## src/rtl/fan_run_ctrl.sv

```systemverilog
// Fan run controller: power / speed / timed-shutdown sequencing with a BCD
// mm:ss countdown and a single-cycle shutdown request on expiry.
module fan_run_ctrl #(
    parameter logic [15:0] PRESET1 = 16'h0003,
    parameter logic [15:0] PRESET2 = 16'h0004,
    parameter logic [15:0] PRESET3 = 16'h0005,
    parameter logic [7:0]  DUTY1   = 8'd64,
    parameter logic [7:0]  DUTY2   = 8'd128,
    parameter logic [7:0]  DUTY3   = 8'd255
) (
    input  logic        clk,
    input  logic        reset_n,
    input  logic        btn_pwr,
    input  logic        btn_speed,
    input  logic        btn_timer,
    input  logic        tick_sec,
    output logic        fan_on,
    output logic [1:0]  speed,
    output logic [7:0]  duty,
    output logic [15:0] remain,
    output logic [2:0]  timer_led,
    output logic        timeout
);

    typedef enum logic [1:0] {
        S_OFF,
        S_RUN_CONT,
        S_RUN_TIMED,
        S_EXPIRE
    } state_t;

    state_t      state, state_nxt;
    logic [1:0]  stage, stage_nxt;
    logic [1:0]  speed_nxt, speed_step;
    logic [15:0] remain_nxt;
    logic        timeout_nxt;

    // BCD mm:ss decrement; only called with a value above 0001, so the
    // minute-tens digit never has to borrow.
    function automatic logic [15:0] bcd_dec(input logic [15:0] v);
        logic [3:0] m10, m1, s10, s1;
        {m10, m1, s10, s1} = v;
        if (s1 != 4'd0) begin
            s1 = s1 - 4'd1;
        end else begin
            s1 = 4'd9;
            if (s10 != 4'd0) begin
                s10 = s10 - 4'd1;
            end else begin
                s10 = 4'd5;
                if (m1 != 4'd0) begin
                    m1 = m1 - 4'd1;
                end else begin
                    m1  = 4'd9;
                    m10 = m10 - 4'd1;
                end
            end
        end
        return {m10, m1, s10, s1};
    endfunction

    function automatic logic [15:0] preset_for(input logic [1:0] stg);
        case (stg)
            2'd1:    return PRESET1;
            2'd2:    return PRESET2;
            2'd3:    return PRESET3;
            default: return 16'h0000;
        endcase
    endfunction

    function automatic logic [7:0] duty_for(input logic [1:0] spd);
        case (spd)
            2'd1:    return DUTY1;
            2'd2:    return DUTY2;
            2'd3:    return DUTY3;
            default: return 8'd0;
        endcase
    endfunction

    function automatic logic [2:0] led_for(input logic [1:0] stg);
        case (stg)
            2'd1:    return 3'b001;
            2'd2:    return 3'b010;
            2'd3:    return 3'b100;
            default: return 3'b000;
        endcase
    endfunction

    assign speed_step = (speed == 2'd3) ? 2'd1 : speed + 2'd1;

    // Next-state decode. btn_pwr overrides everything; btn_timer drops a
    // coincident tick; btn_speed is orthogonal to the timer path.
    always_comb begin
        state_nxt   = state;
        speed_nxt   = speed;
        stage_nxt   = stage;
        remain_nxt  = remain;
        timeout_nxt = 1'b0;
        case (state)
            S_OFF: begin
                if (btn_pwr) begin
                    state_nxt  = S_RUN_CONT;
                    speed_nxt  = 2'd1;
                    stage_nxt  = 2'd0;
                    remain_nxt = '0;
                end
            end
            S_RUN_CONT: begin
                if (btn_pwr) begin
                    state_nxt  = S_OFF;
                    speed_nxt  = 2'd0;
                    stage_nxt  = 2'd0;
                    remain_nxt = '0;
                end else begin
                    if (btn_speed) speed_nxt = speed_step;
                    if (btn_timer) begin
                        state_nxt  = S_RUN_TIMED;
                        stage_nxt  = 2'd1;
                        remain_nxt = PRESET1;
                    end
                end
            end
            S_RUN_TIMED: begin
                if (btn_pwr) begin
                    state_nxt  = S_OFF;
                    speed_nxt  = 2'd0;
                    stage_nxt  = 2'd0;
                    remain_nxt = '0;
                end else begin
                    if (btn_speed) speed_nxt = speed_step;
                    if (btn_timer) begin
                        if (stage == 2'd3) begin
                            state_nxt  = S_RUN_CONT;
                            stage_nxt  = 2'd0;
                            remain_nxt = '0;
                        end else begin
                            stage_nxt  = stage + 2'd1;
                            remain_nxt = preset_for(stage + 2'd1);
                        end
                    end else if (tick_sec) begin
                        if (remain <= 16'h0001) begin
                            remain_nxt  = '0;
                            state_nxt   = S_EXPIRE;
                            timeout_nxt = 1'b1;
                        end else begin
                            remain_nxt = bcd_dec(remain);
                        end
                    end
                end
            end
            default: begin
                state_nxt  = S_OFF;
                speed_nxt  = 2'd0;
                stage_nxt  = 2'd0;
                remain_nxt = '0;
            end
        endcase
    end

    // State and all outputs registered together so they change on the same edge.
    always_ff @(posedge clk or negedge reset_n) begin
        if (!reset_n) begin
            state     <= S_OFF;
            stage     <= 2'd0;
            speed     <= 2'd0;
            duty      <= '0;
            remain    <= '0;
            timer_led <= '0;
            timeout   <= 1'b0;
            fan_on    <= 1'b0;
        end else begin
            state     <= state_nxt;
            stage     <= stage_nxt;
            speed     <= speed_nxt;
            duty      <= duty_for(speed_nxt);
            remain    <= remain_nxt;
            timer_led <= led_for(stage_nxt);
            timeout   <= timeout_nxt;
            fan_on    <= (state_nxt != S_OFF);
        end
    end

endmodule

```

## config.mk

```make
export PLATFORM = sky130hd
export DESIGN_NAME = fan_run_ctrl
export DESIGN_NICKNAME = d
export VERILOG_FILES = /design/src/rtl/fan_run_ctrl.sv
export SDC_FILE = /design/constraint.sdc
export NUM_CORES = 1
export LEC_CHECK = 0
export BUFFER_PORTS_ARGS = -buffer_cell sky130_fd_sc_hd__buf_2
export CAP_MARGIN = 20
export CELL_PAD_IN_SITES_DETAIL_PLACEMENT = 2
export CELL_PAD_IN_SITES_GLOBAL_PLACEMENT = 2
export CORE_MARGIN = 1
export CORE_UTILIZATION = 35
export DETAILED_ROUTE_END_ITERATION = 10
export PLACE_DENSITY = 0.84
export SYNTH_ARGS = -nofsm -noshare
export SYNTH_HDL_FRONTEND = slang
export SYNTH_SLANG_ARGS = --single-unit
```

## constraint.sdc

```tcl
create_clock -name clk -period 4.5 [get_ports clk]
set_input_delay 0.45 -clock clk [delete_from_list [all_inputs] [get_ports clk]]
set_output_delay 0.45 -clock clk [all_outputs]
set_load 0.005 [all_outputs]
```

Yosys cells after proc, flatten, opt, wreduce, memory -nomap -nowiden
Index checks and enable logic that the tools add are counted.
{ "totals": {"ramBits": 0, "reg_bits": 35, "in_bits": 6, "mem_count": 0, "latch_bits": 0, "elab_cells": 94, "mem_bits_ro": 0} }
{ "op_classes": {"n_addsub": 6, "shifts": 0, "eq_ne": 19, "n_mul": 0, "div_mod_pow": 0, "bitwise": 0, "mux": 47, "n_lt_le_gt_ge": 1, "reduce_logical": 10} }
{ "ops": {"columns": ["operator", "n"], "rows": [
  ["$mux 16", 7],
  ["$pmux 16 s3", 1],
  ["$mux 2", 18],
  ["$mux 4", 9],
  ["$pmux 8 s3", 1],
  ["$eq 2x2->1 const B", 9],
  ["$pmux 3 s3", 2],
  ["$le 16x1->1 const B", 1],
  ["$sub 4x1->4 const B", 4],
  ["$ne 5x5->1 const B", 3],
  ["$pmux 2 s3", 2],
  ["$reduce_bool 4->1", 3],
  ["$eq 2x1->1 const B", 4],
  ["$reduce_and 6->1", 1],
  ["$mux 1", 5],
  ["$reduce_and 5->1", 1],
  ["$add 2x1->2 const B", 2],
  ["$ne 4x4->1 const B", 1],
  ["$pmux 2 s2", 1],
  ["$reduce_and 4->1", 1],
  ["$mux 3", 1],
  ["$ne 3x3->1 const B", 1],
  ["$reduce_and 3->1", 1],
  ["$logic_not 2->1", 1],
  ["3 further kinds", 3]
]} }

Longest topological paths before layout
{ "logic_depth": {"ltp_word": 9, "depth_mapped": 9} }

Least setup slack after synthesis
No wires, ideal clock.
{ "synth_timing": {"path_kind": "reg-to-reg", "from": "reg state[1]", "to": "reg remain[14]", "n_path_buf": 2, "setup_time_ps": 120, "arrival_ps": 1842, "period_less_slack_ps": 1962, "stages_incl_launch_ff": 10, "setup_slack_ps": 2538, "t_required_ps": 4380, "path_cell_list": "dfrtp_1 -> inv_1 -> ha_1 -> clkbuf_2 -> o21bai_1 -> a211o_1 -> o211ai_4 -> buf_6 -> nor2_1 -> a31o_2"} }
{ "synth_via": {"elab_chain_cells": 3, "elab_cells_between_ends": 11, "classes_between": "8 x eq/ne; 1 x mux; 2 x reduce/logical"} }
{ "synth_lines": {"columns": ["element", "line", "source"], "rows": [
  ["start, declared", "32", "state_t state, state_nxt;"],
  ["start signal, assigned", "172", "state <= state_nxt;"],
  ["$eq 2x2->1 (tied with other cells)", "99", "case (state)"],
  ["$ne 5x5->1 (no line) (tied with other cells)", null, null],
  ["$reduce_and 6->1 (no line)", null, null],
  ["end signal, assigned", "176", "remain <= remain_nxt;"],
  ["end, declared", "20", "output logic [15:0] remain,"]
]} }
Several ways; a longest one is shown, not always the timed one.
A chain may end at the register's enable or synchronous reset.

Worst setup path after layout
{ "layout_timing": {"from": "reg state[0]", "to": "reg remain[14]"} }
Same word-level chain as after synthesis.

==> impl_metrics.json <==
{
  "skew_ps": 7.833,
  "dieWidth_microns": 71.93,
  "period_minus_slack_ps": 2429,
  "finalNetCount": 223,
  "core_area_sq_mm": 0.004723,
  "die_area_sq_mm": 0.005174,
  "start_util": 0.3624,
  "overflow": 0,
  "dpl.hpwl_mm": 3.770,
  "via_per_inst": 5.535,
  "clock_path_buffers": 2,
  "die_y_microns": 71.93,
  "slew_headroom": 0.5185,
  "rsz0062_at_grt": "no",
  "synth_top_area_share": 0.4240,
  "layout_commonest_cell": "buf_2",
  "ys_types": 53,
  "synth_area_sq_mm": 0.001712,
  "finalPower_mw": 0.9381,
  "wl_per_cell_microns": 18.27,
  "ys.warnings.count": 0,
  "power_density_mw_per_mm2": 477.3,
  "clk-insertion-delay-late_ps": 280,
  "drt-pass1-iter-count": 4,
  "finalWirelength_mm": 5.024,
  "crit_fanout": 8,
  "synth_edf_count": 0,
  "synth_area_leader_cell": "dfrtp_1",
  "cap_violations": 0,
  "hold_viol": 0,
  "cts_buffers": 5,
  "cts.sinks": 29,
  "post_cts_buffers": 0,
  "setup.worst_path.start": "state[0]",
  "drtIter0Drc": 63,
  "tritoncts": "done",
  "dr_total_vias": 1522,
  "cp-end-kind": "flip-flop",
  "mostFrequentLayoutCells": "buf_2 (36), dfrtp_1 (29), inv_1 (15), nor2_1 (13), o21ai_0 (12)",
  "syn-num-nets": 191,
  "r2r_start": "state[0]",
  "async_reset_ff_frac": 1.000,
  "grt_max_degree": 30,
  "max-vdd-ir-drop_mv": 0.1436,
  "track_usage": 0.2094,
  "port_buffers": 36,
  "syn_area_per_cell_sq_um": 9.670,
  "cts-root-buf": "clkbuf_8",
  "fin_crit_sh": 0.5397,
  "gp_congestion": 0.8142,
  "yosys-top-cells-area": "dfrtp_1 (42%), ha_1 (5.8%), o21ai_0 (3.5%), inv_1 (3.3%), a21oi_1 (3.2%)",
  "drive_gt1_frac": 0.2885,
  "antenna_cells": 0,
  "drc": 0,
  "worstMarginPinSlew_ps": 715.9,
  "rows": 25,
  "areaGrowthSynthToFinish_pct": 14.84,
  "power_leakage_nw": 0.9861,
  "status": "completed",
  "cp.required_ps": 4670,
  "setup-tns-final_ps": 0,
  "cp.arrival_ps": 2600,
  "slew_violations": 0,
  "crit_type": "reg -> reg",
  "grt_pass1_vias": 1590,
  "hp-class": "in -> async",
  "synth-main-ff-cell": "dfrtp_1",
  "finalSetupViolations": 0,
  "startpoint_type": "flip-flop",
  "yosysSeqAreaShare": 0.4240,
  "grt_antenna_before_repair": 0,
  "antenna_left": 0,
  "ctsResizeCount": 0,
  "synth-seq-cells": 29,
  "io_pins": 37,
  "grt_pass1_wl_mm": 8.135,
  "postCtsHoldBufs": 0,
  "fmax_mhz": 411.8,
  "htreeDepth": 2,
  "syn_inst": 177,
  "clk_pin_slew_ps": 70
}
==> through the flow <==
stage	util	hold WS (ps)	instances	setup WS, ps	cell area [sq um]
after detailed placement	0.4005	529.3	269	2117	1892
after global routing	0.4162	254.3	275	1873	1966
after CTS	0.4162	231.7	275	2092	1966
after floorplan	-	154.4	177	2538	1712
after global placement	0.4005	519.4	269	2289	1892
final	0.4162	208.0	275	2071	1966
==> registers in the layout, indices dropped and copies added (netlist names) <==
signal,flops
duty,3
fan_on,1
remain,16
speed,1
stage,2
state,2
timeout,1
timer_led,3
==> power by group <==
part           switching, mW  internal, mW  total, mW  leakage, nW
combinational          0.249         0.155      0.404        0.551
sequential            0.0372         0.300      0.337        0.395
clock                 0.0952         0.101      0.197       0.0399
==> cells by family after synthesis <==
family,count (synthesis),share of synthesized area
AO/OA/AOI/OAI,55,0.2295
adder cells (fa/ha/maj),8,0.05848
buffers and inverters,26,0.08186
flip-flops,29,0.4240
multiplexers,2,0.01243
AND/OR/NAND/NOR,57,0.1937
==> critical path, cell delays in order, from the launching register on <==
cell and delay [ps]:
dfrtp_1 400, inv_1 110, ha_1 320, nor3b_2 360
a21boi_0 640, nor2_1 200, a31o_2 280
==> final cells by class <==
class / instances / area, sq um
multi-input cells: 122 / 845.8
clock buffers: 5 / 68.82
inverters: 15 / 56.30
clock inverters: 1 / 5.005
flip-flops and latches: 29 / 725.7
well taps: 67 / 83.83
fillers: 525 / 2758
repair buffers: 36 / 180.2
==> cell usage after synthesis (all sizes together), types with 2 or more instances <==
cell type	n
nor2	13
nand2	10
inv	15
nor2b	4
a32o	2
nor4	5
and2b	2
nor3	5
o31a	3
a211o	4
a32oi	2
a22oi	2
dfrtp	29
o21ai	12
a22o	3
and2	2
clkbuf	3
or2	4
a21boi	2
or4	3
a31oi	3
o211ai	3
nand3	2
buf	8
a21oi	11
or3	2
ha	8
==> layer usage <==
metal	vias up	global-route usage	wire [microns]
met5	-	0	0
met2	36	0.3606	2611
li1	697	-	-
met3	7	0.05000	167
met4	0	0.08061	67
met1	782	0.2540	2177
==> worst paths after layout <==
| path | endpoint | depth (start not counted) | slack [ps] |
|---|---|---|---|
| max | remain[14] | 6 | 2070 |
| min | state[0] | 1 | 210 |
| max reg2reg | remain[14] | 6 | 2070 |
| min reg2reg | remain[9] | 1 | 560 |
| max in group asynchronous | remain[10] | 1 | 3850 |
| min in group clk | timeout | 3 | 500 |
Power figures use the tool's default switching activity.
